**src/rtl/fetch_unit.sv**
```systemverilog
`timescale 1ns/1ps
// ----------------------------------------------------------------------------
// fetch_unit
//
// Instruction-fetch stage feeding the main/ALU decoder. It holds the PC,
// fetches one word per instruction from a variable-latency instruction
// memory, and presents the held word plus its op/func3/func7 fields. The PC
// advances (pc+4 or pc_target) when the core acknowledges the held word.
//
// Configuration macro: FETCH_ALIGN_CHECK_EN
//   defined   : an acked taken branch to a non word-aligned target raises a
//               sticky fetch error with cause 10 and leaves the PC unchanged
//   undefined : pc_target[1:0] is forced to 00 when loaded
//
// Parameters:
//   RESET_PC        PC loaded on reset
//   TIMEOUT_CYCLES  cycles allowed in REQ+WAIT before a timeout error (>= 2)
//
// Ports:
//   clk             rising-edge clock
//   rst             synchronous active-high reset
//   imem_req        fetch request valid
//   imem_addr       fetch byte address (word aligned)
//   imem_ready      memory accepts the request this cycle
//   imem_rvalid     read data valid
//   imem_rdata      read data
//   instr           held instruction word
//   op/func3/func7  decoder fields sliced from instr
//   instr_pc        PC of the held instruction
//   instr_pc_plus4  instr_pc + 4 (link value)
//   instr_valid     held instruction and fields are valid
//   instr_ack       core retires the held instruction this cycle
//   pc_source       1: next PC = pc_target, 0: next PC = pc + 4
//   pc_target       branch/jump target
//   fetch_error     sticky error flag
//   error_cause     00 none, 01 timeout, 10 misaligned target
// ----------------------------------------------------------------------------
module fetch_unit #(
    parameter logic [31:0] RESET_PC       = 32'h0000_0000,
    parameter int unsigned TIMEOUT_CYCLES = 255
) (
    input  logic        clk,
    input  logic        rst,
    output logic        imem_req,
    output logic [31:0] imem_addr,
    input  logic        imem_ready,
    input  logic        imem_rvalid,
    input  logic [31:0] imem_rdata,
    output logic [31:0] instr,
    output logic [6:0]  op,
    output logic [2:0]  func3,
    output logic [6:0]  func7,
    output logic [31:0] instr_pc,
    output logic [31:0] instr_pc_plus4,
    output logic        instr_valid,
    input  logic        instr_ack,
    input  logic        pc_source,
    input  logic [31:0] pc_target,
    output logic        fetch_error,
    output logic [1:0]  error_cause
);

    localparam logic [31:0] NOP      = 32'h0000_0013;
    localparam int          CW       = $clog2(TIMEOUT_CYCLES + 1);
    // Last counter value at which a fetch may still be in flight; reaching
    // it without completing means TIMEOUT_CYCLES cycles were spent.
    localparam logic [CW-1:0] TMO_LAST = CW'(TIMEOUT_CYCLES - 1);

    typedef enum logic [2:0] {
        S_IDLE,
        S_REQ,
        S_WAIT,
        S_HOLD,
        S_ERROR
    } state_t;

    state_t        state;
    state_t        next_state;
    logic [31:0]   pc;
    logic [CW-1:0] tmo_cnt;
    logic          timed_out;
    logic          align_fault;
    logic [31:0]   target_pc;
    logic [31:0]   next_pc;

`ifdef FETCH_ALIGN_CHECK_EN
    assign align_fault = pc_source && (pc_target[1:0] != 2'b00);
    assign target_pc   = pc_target;
`else
    assign align_fault = 1'b0;
    assign target_pc   = pc_target & ~32'd3;
`endif

    // pc + 4 naturally wraps modulo 2^32 in a 32-bit add.
    assign next_pc   = pc_source ? target_pc : pc + 32'd4;
    assign timed_out = (tmo_cnt == TMO_LAST);

    // ---------------------------------------------------------------- state
    // NOTE: sequential state uses non-blocking assignments so every register
    // samples pre-edge values regardless of process ordering.
    always_ff @(posedge clk) begin
        if (rst) state <= S_IDLE;
        else     state <= next_state;
    end

    // ----------------------------------------------------------- next state
    // NOTE: next_state gets a default before the case so no path leaves it
    // unassigned, which would otherwise infer a latch.
    always_comb begin
        next_state = state;
        case (state)
            S_IDLE:  next_state = S_REQ;
            S_REQ: begin
                if (timed_out)       next_state = S_ERROR;
                else if (imem_ready) next_state = S_WAIT;
            end
            S_WAIT: begin
                // Data arriving on the final allowed cycle still completes.
                if (imem_rvalid)    next_state = S_HOLD;
                else if (timed_out) next_state = S_ERROR;
            end
            S_HOLD: begin
                if (instr_ack) next_state = align_fault ? S_ERROR : S_REQ;
            end
            S_ERROR: next_state = S_ERROR;
            default: next_state = S_IDLE;
        endcase
    end

    // -------------------------------------------------------------- outputs
    always_comb begin
        imem_req    = (state == S_REQ);
        instr_valid = (state == S_HOLD);
        fetch_error = (state == S_ERROR);
    end

    // ------------------------------------------------------------- datapath
    always_ff @(posedge clk) begin
        if (rst) begin
            pc          <= RESET_PC;
            instr       <= NOP;
            instr_pc    <= RESET_PC;
            tmo_cnt     <= '0;
            error_cause <= 2'b00;
        end else begin
            // Only WAIT accepts read data; stale responses are dropped.
            if (state == S_WAIT && imem_rvalid) begin
                instr    <= imem_rdata;
                instr_pc <= pc;
            end

            if (state == S_HOLD && instr_ack && !align_fault)
                pc <= next_pc;

            if (next_state == S_REQ && state != S_REQ)
                tmo_cnt <= '0;
            else if (state == S_REQ || state == S_WAIT)
                tmo_cnt <= tmo_cnt + CW'(1);

            // ERROR is only reachable from REQ/WAIT (timeout) or HOLD
            // (misaligned target), so the source state gives the cause.
            if (next_state == S_ERROR && state != S_ERROR)
                error_cause <= (state == S_HOLD) ? 2'b10 : 2'b01;
        end
    end

    assign imem_addr      = pc;
    assign op             = instr[6:0];
    assign func3          = instr[14:12];
    assign func7          = instr[31:25];
    assign instr_pc_plus4 = instr_pc + 32'd4;

endmodule
```
**config.mk**
```make
export PLATFORM = sky130hd
export DESIGN_NAME = fetch_unit
export DESIGN_NICKNAME = d
export VERILOG_FILES = /design/src/rtl/fetch_unit.sv
export SDC_FILE = /design/constraint.sdc
export NUM_CORES = 1
export LEC_CHECK = 0
export ABC_AREA = 1
export BUFFER_PORTS_ARGS = -buffer_cell sky130_fd_sc_hd__buf_4
export CAP_MARGIN = 20
export CORE_ASPECT_RATIO = 1.1
export CORE_UTILIZATION = 40
export CTS_BUF_LIST = sky130_fd_sc_hd__clkbuf_8
export CTS_CLUSTER_SIZE = 16
export DETAILED_ROUTE_END_ITERATION = 6
export PLACE_DENSITY = 0.76
export SLEW_MARGIN = 20
export SYNTH_ARGS = -nofsm -noshare
export SYNTH_HDL_FRONTEND = slang
export SYNTH_SLANG_ARGS = --single-unit
```
**constraint.sdc**
```tcl
create_clock -name clk -period 1.5 [get_ports clk]
set_input_delay 0.225 -clock clk [delete_from_list [all_inputs] [get_ports clk]]
set_output_delay 0.225 -clock clk [all_outputs]
set_load 0.02 [all_outputs]
```
==> results.md <==
- Sequential-to-total area share from yosys stat: 0.353
- DP Worst Slack: -231 ps
- Initial antenna violation count: 0
- Vias in the first global route: 6394
- Final setup fails: 30
- Most used cell along the critical path: buf_6
- Share of post-route cells with drive strength above 1: 0.472
- Most frequent cells in the layout: buf_4, nand2_1, nor2_1
- Sequential power share: 0.479
- Routed vias/inst: 5.03
- Sw Share: 0.328
- Critical path class: flop to output pin
- Fillers: 1185
- WHS Endpoint: instr[4]$_SDFFE_PP1P_
- Placer Congestion: 1.00
- Vias: 7109
- Hold Fails Final Rpt: 0
- Global-route wire length before repair: 32000 µm
- Period utilization: 1.43
- Post-Syn Area: 5950 µm²
- Rows: 46
- Syn_area_per_cell: 6.63 µm²
- Fin util: 0.667
- Core ar.: 14500 µm²
- Non-filler cells, final: 1412
- Reg2reg start: imem_addr[3]$_SDFFE_PP0P_
- Worst vdd ir: 476 µV
- Worst EP arrival: 1920 ps
- FF-to-FF End: imem_addr[28]$_SDFFE_PP0P_
- Fin nets: 1289
- Worst-path clk slew: 100 ps
- #FFs+latches synth: 105
- ANT nets after route: 0
- Slew Viols, Final: 0
- Die W: 118 µm
- Total gr overflow: 0
- Dpl cells: 1374
- I/O pins: 220
- Crit path required time: 1270 ps
- GRT Util Overall: 0.261
- Sink Count: 105
- Multi-input logic area: 3920 µm²
- IO buf count: 211
- Net Sw Power: 0.00207 W
- DIE HEIGHT: 130 µm
- Main synth FF type: dfxtp_1
- Pre-antenna DRT Iters: 5
- Skew-Pair Late Insertion Delay: 390 ps
- Yosys Warn Count: 0
- H-tree Lvls: 3
- Startpoint Class: flop
- Int Power: 0.00425 W
- Critical path fanouts, max: 4
- Final wirelength: 22100 µm
- Sequential cell area: 2200 µm²
- R2R Setup Slk: -10 ps
- CTS Buf Count: 9
- Clock Power Share: 0.272
- Outcome: finished with violations
- Most common cell after layout, fill and taps aside: buf_4
- Starting density of the core: 0.411
- Clock root buffer: clkbuf_8
- DR WL/cell: 15.7 µm
- Fmax: 0.465 GHz
- Combinational power share: 0.249
- Slowest stage cell, crit path: dfxtp_4
- Failing checks: setup timing
- DR iter-0 viols: 482
- CTS max path bufs: 2
- Final critical-path setup slack: -648 ps
- Worst setup path start: instr_pc[2]$_SDFFE_PP0P_
- Die area: 15400 µm²
- CTS tree: built
- Leakage: 4.41 nW
- DRC: 0
- Clock Skew: 14.7 ps
- Asr flop ratio synth: 0
- Dpl hpwl: 15700 µm
- RSZ-0062 raised after global routing: true
- Design Power: 0.00632 W
- Area growth, synth to finish: 62.5%
- R2R cell count: 11
- Total of max-cap violations: 0
- Tightest Hold Check Type: input port to flop
- Cells after Synth: 898
- Hold Path Depth: 3
- Antenna cell count: 0
- EDFF count, synth: 0
- HP Start: imem_rdata[4]
- Synth cell types: 41
- Largest net degree at the start of global routing: 67
- Critical Path Sink Type: output pin
- PwrDens: 653 nW/µm²
- Shortest period the worst path allows: 2150 ps
- Slowest stage delay, CP: 380 ps
- Worst-path cell chain: buf_6 -> nand3_4 -> inv_2 -> nand2_4 -> nor2_4 -> nand2_4 -> nor2_4 -> buf_6 -> xor2_2 -> buf_6
critical path: cells and delay by family (launching register included):
kind | cells | cell delay, ps
XOR/XNOR | 1 | 130
buffers and inverters | 4 | 450
flip-flops | 1 | 380
AND/OR/NAND/NOR | 5 | 570
synthesized netlist by cell type, types with 7 or more instances:
cell / n / area [µm²]
a21oi_1: 65 / 325
buf_2: 12 / 60.1
buf_4: 25 / 188
clkbuf_1: 19 / 71.3
dfxtp_1: 105 / 2100
inv_1: 60 / 225
inv_2: 7 / 26.3
nand2_1: 192 / 721
nand2_2: 10 / 62.6
nand3_1: 55 / 275
nand4_1: 9 / 56.3
nor2_1: 170 / 638
nor2_2: 11 / 68.8
nor2_4: 7 / 78.8
o21ai_0: 60 / 300
o21ai_1: 12 / 60.1
xnor2_1: 11 / 96.3
xor2_1: 23 / 201
worst max-delay path by stage:
| stage | end | slack (ps) |
|---|---|---|
| 4_1_cts | instr_pc_plus4[24] | -590 |
| 6_report | instr_pc_plus4[19] | -650 |
| 2_1_floorplan | instr_pc_plus4[20] | -120 |
| 3_5_place_dp | instr_pc_plus4[27] | -230 |
| 5_1_grt | instr_pc_plus4[19] | -740 |
| 3_3_place_gp | instr_pc_plus4[27] | -180 |
per-layer routing:
metal / global-route usage / wire [µm] / vias up
li1: - / - / 3493
met1: 0.328 / 8960 / 3250
met2: 0.463 / 11100 / 309
met3: 0.0363 / 1300 / 57
met4: 0.0890 / 743 / 0
met5: 0 / 0 / -
state kept, by name (all words and copies together), names as in the netlist:
name,count
imem_addr,30
error_cause,2
tmo_cnt,8
state,3
instr_pc,30
instr,32
power groups by stage:
stage	clock network [W]	registers, W	logic (W)
floorplan	0	0.00322	0.000652
global placement	0	0.00307	0.00145
detailed placement	0	0.00308	0.00147
CTS	0.00175	0.00302	0.00150
global route	0.00184	0.00304	0.00168
finish	0.00172	0.00303	0.00157
through the flow:
stage / instance area [µm²] / setup TNS [ps] / hold WS (ps)
2_1_floorplan: 6190 / -690 / 338
3_3_place_gp: 8700 / -1630 / 426
3_5_place_dp: 8700 / -2420 / 439
4_1_cts: 9260 / -11950 / 35.3
5_1_grt: 9680 / -16260 / 46.8
6_report: 9680 / -13630 / 50.1
area by class of cell:
type                            instances  share of cell area
Multi-Input combinational cell        672               0.405
Timing Repair Buffer                  359               0.296
Sequential cell                       105               0.227
Inverter                               68              0.0277
Tap cell                              192              0.0248
Clock buffer                            9              0.0128
Clock inverter                          7             0.00634
what timing repair did:
item	CTS	global route
setup endpoints to repair	35	65
hold buffers	0	0
pin swaps	17	32
resized for setup	76	96
buffers inserted	9	16
cells by family (layout without fill, tap and decap cells):
group / count (synthesis) / count (layout) / synth area share
DFF: 105 / 105 / 0.353
xor gates and xnor gates: 34 / 34 / 0.0500
buffers and inverters: 126 / 443 / 0.0990
AOI/OAI and AO/OA: 153 / 153 / 0.140
and+or+nand+nor: 475 / 475 / 0.349
other: 1 / 6 / 0.000630
adders and majority gates: 4 / 4 / 0.00841
Note: power is estimated with default switching activity, not from simulation.
